## config.mk

```make
export PLATFORM = sky130hd
export DESIGN_NAME = bt_seq_alu
export DESIGN_NICKNAME = d
export VERILOG_FILES = /design/src/rtl/bt_pkg.sv /design/src/rtl/bt_full_adder.sv /design/src/rtl/bt_seq_alu.sv
export SDC_FILE = /design/constraint.sdc
export NUM_CORES = 1
export LEC_CHECK = 0
export ABC_CLOCK_PERIOD_IN_PS = 13400
export CAP_MARGIN = 10
export CORE_ASPECT_RATIO = 1.2
export CORE_MARGIN = 3
export CORE_UTILIZATION = 53
export DETAILED_ROUTE_END_ITERATION = 6
export PLACE_DENSITY_LB_ADDON = 0.12
export SLEW_MARGIN = 20
export SYNTH_ARGS = -nofsm -noshare
export SYNTH_HDL_FRONTEND = slang
export SYNTH_SLANG_ARGS = --single-unit
```

## constraint.sdc

```tcl
create_clock -name clk -period 13.4 [get_ports clk]
set_input_delay 3.35 -clock clk [delete_from_list [all_inputs] [get_ports clk]]
set_output_delay 3.35 -clock clk [all_outputs]
set_load 0.01 [all_outputs]
```

## src/rtl/bt_pkg.sv

```systemverilog
// Shared definitions for the balanced-ternary sequential ALU.
// Trit codes, op codes, FSM states and trit helpers.
package bt_pkg;

  localparam logic [1:0] T_NEG  = 2'b01;
  localparam logic [1:0] T_ZERO = 2'b11;
  localparam logic [1:0] T_POS  = 2'b10;
  localparam logic [1:0] T_BAD  = 2'b00;

  localparam logic [1:0] OP_ADD = 2'b00;
  localparam logic [1:0] OP_SUB = 2'b01;
  localparam logic [1:0] OP_MUL = 2'b10;
  localparam logic [1:0] OP_RSV = 2'b11;

  typedef enum logic [1:0] {
    S_IDLE = 2'd0,
    S_MUL  = 2'd1,
    S_DONE = 2'd2
  } state_t;

  function automatic logic [1:0] trit_neg(
    input logic [1:0] t
  );
    return {t[0], t[1]};
  endfunction

  // Illegal code 00 reads as 0; it never reaches the adder when it matters.
  function automatic logic signed [2:0] trit_val(
    input logic [1:0] t
  );
    return (t == T_POS) ? 3'sd1 :
           (t == T_NEG) ? -3'sd1 : 3'sd0;
  endfunction

endpackage

```

## src/rtl/bt_full_adder.sv

```systemverilog
// Balanced-ternary full adder: a + b + cin = 3*cout + s.
// All inputs and outputs are trit-coded.
module bt_full_adder
  import bt_pkg::*;
(
  input  logic [1:0] a,
  input  logic [1:0] b,
  input  logic [1:0] cin,
  output logic [1:0] s,
  output logic [1:0] cout
);

  logic signed [2:0] sum;

  always_comb begin
    sum  = trit_val(a) + trit_val(b) + trit_val(cin);
    s    = T_ZERO;
    cout = T_ZERO;
    case (sum)
      -3'sd3: cout = T_NEG;
      -3'sd2: begin
        s    = T_POS;
        cout = T_NEG;
      end
      -3'sd1: s = T_NEG;
      3'sd1:  s = T_POS;
      3'sd2: begin
        s    = T_NEG;
        cout = T_POS;
      end
      3'sd3:  cout = T_POS;
      default: ;
    endcase
  end

endmodule

```

## src/rtl/bt_seq_alu.sv

```systemverilog
// Sequential balanced-ternary ALU: 1-cycle add/sub,
// trit-serial shift-add multiply with start/busy/done.
module bt_seq_alu
  import bt_pkg::*;
#(
  parameter int TRITS = 4
) (
  input  logic                 clk,
  input  logic                 rst_n,
  input  logic                 start,
  input  logic [1:0]           op,
  input  logic [2*TRITS-1:0]   a,
  input  logic [2*TRITS-1:0]   b,
  output logic                 busy,
  output logic                 done,
  output logic                 illegal,
  output logic [4*TRITS-1:0]   result
);

  localparam int W  = 2*TRITS;
  localparam int RW = 4*TRITS;
  localparam int CW = $clog2(TRITS);

  state_t state, state_nx;

  logic [W-1:0]    a_q, b_q, a_neg, b_neg, pp;
  logic [RW-1:0]   acc, pp_w, add_x, add_y, add_s;
  logic [RW+1:0]   carry;
  logic [CW-1:0]   cnt;
  logic [1:0]      b_trit;
  logic            bad_trit, req_bad, last;

  always_comb begin
    bad_trit = 1'b0;
    for (int i = 0; i < TRITS; i++) begin
      bad_trit = bad_trit
        | (a[2*i+:2] == T_BAD)
        | (b[2*i+:2] == T_BAD);
      a_neg[2*i+:2] = trit_neg(a_q[2*i+:2]);
      b_neg[2*i+:2] = trit_neg(b[2*i+:2]);
    end
  end

  assign req_bad = bad_trit | (op == OP_RSV);
  assign last    = (cnt == CW'(TRITS-1));
  assign b_trit  = b_q[2*cnt+:2];

  always_comb begin
    pp = {TRITS{T_ZERO}};
    unique case (1'b1)
      (b_trit == T_POS): pp = a_q;
      (b_trit == T_NEG): pp = a_neg;
      default: ;
    endcase
  end

  // Shift the partial product up cnt trits, filling with zero trits.
  assign pp_w = ({{TRITS{T_ZERO}}, pp} << (2*cnt))
              | ~({RW{1'b1}} << (2*cnt));

  // One adder serves both the add/sub request and the multiply iterations.
  always_comb begin
    add_x = acc;
    add_y = pp_w;
    if (state != S_MUL) begin
      add_x = {{TRITS{T_ZERO}}, a};
      add_y = {{TRITS{T_ZERO}}, (op == OP_SUB) ? b_neg : b};
    end
  end

  assign carry[1:0] = T_ZERO;

  for (genvar g = 0; g < 2*TRITS; g++) begin : g_fa
    bt_full_adder u_fa (
      .a    (add_x[2*g+:2]),
      .b    (add_y[2*g+:2]),
      .cin  (carry[2*g+:2]),
      .s    (add_s[2*g+:2]),
      .cout (carry[2*g+2+:2])
    );
  end

  a_top_carry: assert property (
    @(posedge clk) disable iff (!rst_n)
    carry[RW+:2] == T_ZERO
  );

  always_ff @(posedge clk or negedge rst_n) begin
    if (!rst_n) state <= S_IDLE;
    else        state <= state_nx;
  end

  always_comb begin
    state_nx = state;
    case (state)
      S_MUL: if (last) state_nx = S_DONE;
      default: begin
        state_nx = S_IDLE;
        if (start)
          state_nx = (!req_bad && op == OP_MUL)
                   ? S_MUL : S_DONE;
      end
    endcase
  end

  always_ff @(posedge clk or negedge rst_n) begin
    if (!rst_n) begin
      a_q     <= '1;
      b_q     <= '1;
      acc     <= '1;
      cnt     <= '0;
      result  <= '1;
      illegal <= 1'b0;
    end else if (state == S_MUL) begin
      acc <= add_s;
      cnt <= cnt + 1'b1;
      if (last) begin
        result  <= add_s;
        illegal <= 1'b0;
      end
    end else if (start) begin
      a_q <= a;
      b_q <= b;
      acc <= '1;
      cnt <= '0;
      if (req_bad) begin
        result  <= '1;
        illegal <= 1'b1;
      end else if (op != OP_MUL) begin
        result  <= add_s;
        illegal <= 1'b0;
      end
    end
  end

  assign busy = (state == S_MUL);
  assign done = (state == S_DONE);

endmodule

```

# == After elaboration in Yosys (flattened, before gate mapping) ==
# Index checks and enable logic that the tools add are counted.
# totals
ff_bits,53
input_bits,21
output_inout_bits,19
# op_classes
n_addsub,16
n_eq_ne,103
shift,3
mux,83
bitwise,11
n_reduce_logical,44
# ops
cell,n
$mux W16,9
$mux W3,46
$eq A3 B3 Y1 const B,23
$pmux W2 S2,15
$reduce_or A2 Y1,30
$eq A2 B2 Y1 const B,28
$eq A2 B1 Y1 const B,26
$add A3 B3 Y3,15
$eq A3 B2 Y1 const B,15
$eq A3 B1 Y1 const B,8
$logic_not A2 Y1,8
$not A16 Y16,1
$or A16 B16 Y16,1
$pmux W8 S2,1
$shl A16 B3 Y16,1
$shl A16 B3 Y16 const A,1
$mux W2,6
$mux W8,1
$or A1 B1 Y1,8
$shiftx A8 B4 Y2,1
$mux W1,5
$ne A2 B1 Y1 const B,2
$reduce_and A3 Y1,1
$reduce_bool A3 Y1,1
other kinds (7),7

# == Depth between registers and ports, before layout ==
# depth
depth_word,66
depth_mapped,60
mapped_depth_nobuf,58

# == Cells and area by module ==
# A second synthesis with hierarchy kept.
# hier_totals
cells_unflattened,459
area_unflattened_um2,4317.9
# modules_own_cells
mod,instances,cells_per_inst,area_each_um2,seq_area_each_um2
bt_seq_alu,1,315,2936.6,1386.3
bt_full_adder,8,18,172.7,0.0

# == Least setup slack after synthesis ==
# Ideal clock, no wire load.
# synth_timing
path_kind,input-to-reg
from,input op[0]
to,register result[14]
setup_time_ns,0.097
arrival_time_ns,14.977
required_ns,13.303
path_slack_ns,-1.674
path_stages,51
path_buffers,1
path_cell_list,nor2b_1 > clkbuf_1 > nand2_1 > nand3_1 > nand2_1 > ha_1 > inv_1 > ha_1 > fa_1 > xnor2_1 > nor2_1 > ha_1 > inv_1 > fa_1 > ha_1 > xnor3_1 > a21oi_1 > ha_1 > (+15 left out) > fa_1 > ha_1 > nand2b_1 > a21oi_1 > ha_1 > fa_1 > ha_1 > or2_2 > a21oi_1 > ha_1 > inv_1 > ha_1 > inv_1 > fa_1 > nand2b_1 > o22ai_1 > o21a_1 > a32oi_1
# synth_between
elab_chain_cells,63
# synth_lines
element,line,text
"start, declared",bt_seq_alu.sv:11,"input logic [1:0] op,"
$eq A2 B1 Y1,bt_seq_alu.sv:67,"add_y = {{TRITS{T_ZERO}}, (op == OP_SUB) ? b_neg : b};"
$mux W8,bt_seq_alu.sv:67,
$mux W16,bt_seq_alu.sv:65,if (state != S_MUL) begin
$eq A2 B1 Y1,bt_pkg.sv:32,(t == T_NEG) ? -3'sd1 : 3'sd0;
$mux W3,bt_pkg.sv:32,
$mux W3,bt_pkg.sv:31,return (t == T_POS) ? 3'sd1 :
$add A3 B3 Y3,bt_full_adder.sv:16,sum = trit_val(a) + trit_val(b) + trit_val(cin);
$eq A3 B2 Y1 or $eq A3 B3 Y1 (tied branches),bt_full_adder.sv:19,case (sum)
(+47 left out),n/a,
$add A3 B3 Y3,bt_full_adder.sv:16,
$eq A3 B3 Y1 (tied with other cells),bt_full_adder.sv:19,
$reduce_or A2 Y1 (no line),n/a,
$pmux W2 S2,bt_full_adder.sv:19,
$mux W16,bt_seq_alu.sv:129,end else if (op != OP_MUL) begin
$mux W16,bt_seq_alu.sv:126,if (req_bad) begin
$mux W16,bt_seq_alu.sv:121,end else if (start) begin
$mux W16,bt_seq_alu.sv:114,end else if (state == S_MUL) begin
"end signal, assigned",bt_seq_alu.sv:118,result <= add_s;
"end signal, assigned",bt_seq_alu.sv:130,result <= add_s;
"end, declared",bt_seq_alu.sv:17,output logic [4*TRITS-1:0] result
# Several ways; a longest one is shown, not always the timed one. The select of a mux whose other input is x is not followed.
# A chain may end at the register's enable or synchronous reset.

# == Final worst setup path ==
# Ends and elaborated chain as after synthesis.

==> metrics.cfg <==
[clock_tree]
clk_latency_ns = 0.31
cts_tree = built
clkTransAtPathRegs_ns = 0.10
cts-root-buf = clkbuf_8
numCtsBuffers = 5
htree_levels = 2
clock_path_buffers = 2
hold_buffers = 0
numClockSinks = 53

[final_layout]
final_common_cell = dfstp_2
area_delta_synth_final_pct = 25.9
nNetsFinal = 574
layout_common_cells = dfstp_2, buf_4, inv_1
final_cell_area_sq_um = 5400
nFillCells = 622
fin_util = 0.696
diodes = 0
drive_gt1_frac = 0.380

[critical_path]
critPathLaunchType = primary input
max_stage_delay_ns = 0.58
worstPathRequired_ns = 13.61
critPathArrivalTime_ns = 14.46
rr_worst_depth = 49
path_common_cell = fa_2
path_max_fanout = 3
critPathSlowestCell = fa_1
crit_path_end_kind = flop
criticalPathCategory = in2reg

[detailed_routing]
dr.first_iter.drc_count = 131
totalWireLength_mm = 10.2
firstDrtPassIters = 4
wire_per_inst_um = 17.1
drc = 0
via_per_inst = 5.72
ant_nets = 0
vias = 3415

[yosys]
ys.warnings.count = 0
avgSynthCellArea_sq_um = 9.81
ys_seq_area_frac = 0.324
synthCells = 437
synth_top_area_frac = 0.294
syn_nets = 507
async_flop_share = 1.00
synth-main-ff-cell = dfstp_2
ys_types = 47
synthTopCellsByArea = dfstp_2, ha_1, fa_1
ys_ff_latch = 53
synth.largest_area_cell = dfstp_2
synthesis.area_sq_um = 4290
synth-edff-count = 0

[status]
status = finished, violations left
violations = setup timing

[floorplan]
core-area_sq_um = 7750
start_util = 0.553
io_pins = 40
dieWidth_um = 88.1
num_rows = 35
die_h_um = 105
die_area_sq_um = 9200

[global_routing]
grt_usage = 0.233
grt_first_pass_wirelength_mm = 17.2
antenna_found_initial = 0
grt.overflow.total = 0
grt_pass1_vias = 3619
grt_max_degree = 54

[timing]
max_freq_mhz = 70.2
rsz0062_at_grt = true
relSlewSlack = 0.346
worst_slack_ns = -0.848
skew_ns = 0.00692
fin_setup_tns_ns = -2.78
finalSetupViolCount = 4
max_slew.worst_pin.slew_ns = 0.978
finalHoldViolations = 0
fin_crit_ns = 14.25
fin_crit_sh = 1.06
drv_slew = 0

[placement]
finalWeightedCongestion = 0.853
placed_area_sq_um = 5100
dp.final_hpwl_mm = 7.37
io_buffers = 39

[worst_hold_path]
worstHoldPathType = reg2reg
whs_path_depth = 2

[job]
drv_cap = 0

-- critical path, delay by kind of cell --
kind | cells | cell delay [ns]
AND/OR/NAND/NOR | 7 | 0.63
adder cells (fa/ha/maj) | 20 | 6.44
XOR/XNOR | 6 | 2.33
buffers and inverters | 6 | 0.38
AO/OA/AOI/OAI | 9 | 1.33
-- synth_stat cells, types with 6 or more instances --
master	instances
xnor3_1	6
nor2b_1	7
dfstp_2	48
nor3_1	16
nor3b_1	6
clkbuf_1	9
a21oi_1	8
nor2_1	21
mux2_2	17
fa_1	14
mux2i_1	18
o21ai_0	17
a31oi_1	6
buf_2	11
a32oi_1	19
nand2b_1	16
ha_1	35
inv_1	45
nand2_1	45
-- path summary, 6_finish.rpt --
check                           startpoint          to  slack, ns
worst min-delay path            result[11]  result[11]       0.46
worst max register to register      cnt[0]  result[14]       0.45
max in group asynchronous            rst_n    state[1]       9.82
worst max-delay path                 op[0]  result[14]      -0.85
worst min register to register  result[11]  result[11]       0.46
min in group asynchronous            rst_n      cnt[0]       3.15
-- logic make-up after synthesis --
family                     share of synthesized area
AOI/OAI and AO/OA                              0.142
xor gates and xnor gates                      0.0499
adders and majority gates                      0.168
buffers and inverters                         0.0715
DFF                                            0.324
muxes                                         0.0972
and+or+nand+nor                                0.148
-- layer usage --
| metal | part of all wire | GRT usage | vias to the layer above |
|---|---|---|---|
| met3 | 0.036 | 0.0365 | 18 |
| met1 | 0.45 | 0.312 | 1663 |
| met5 | 0 | 0 | - |
| li1 | - | - | 1654 |
| met2 | 0.50 | 0.387 | 80 |
| met4 | 0.021 | 0.0626 | 0 |
-- final cells by class --
type,count,area [sq um],area share
clock buffers,5,68.8,0.0128
clock inverters,3,46.3,0.00858
repair buffers,85,731,0.135
flip-flops and latches,53,1390,0.257
inverters,47,176,0.0327
well taps,92,115,0.0213
multi-input cells,312,2870,0.532
-- what timing repair did --
item                       4_1_cts  5_1_grt
pin swaps                       16        9
setup endpoints to repair        7        6
resized for setup               38       18
gates cloned                     0        0
buffers inserted                 7        1
-- stage by stage --
| step | instances | hold slack [ns] | setup slack [ns] |
|---|---|---|---|
| floorplan | 437 | 0.465 | -0.990 |
| global placement | 582 | 0.447 | -1.41 |
| detailed placement | 582 | 0.447 | -1.64 |
| CTS | 596 | 0.466 | -0.831 |
| global route | 597 | 0.482 | -1.16 |
| finish | 597 | 0.464 | -0.848 |
-- sequential cells by signal (all words and copies together) (netlist names) --
signal   count
acc         16
result      16
a_q          8
b_q          8
cnt          2
state        2
illegal      1
Power is not shown: default switching activity piles up to over one toggle a cycle in this logic, so the estimate is an artifact.
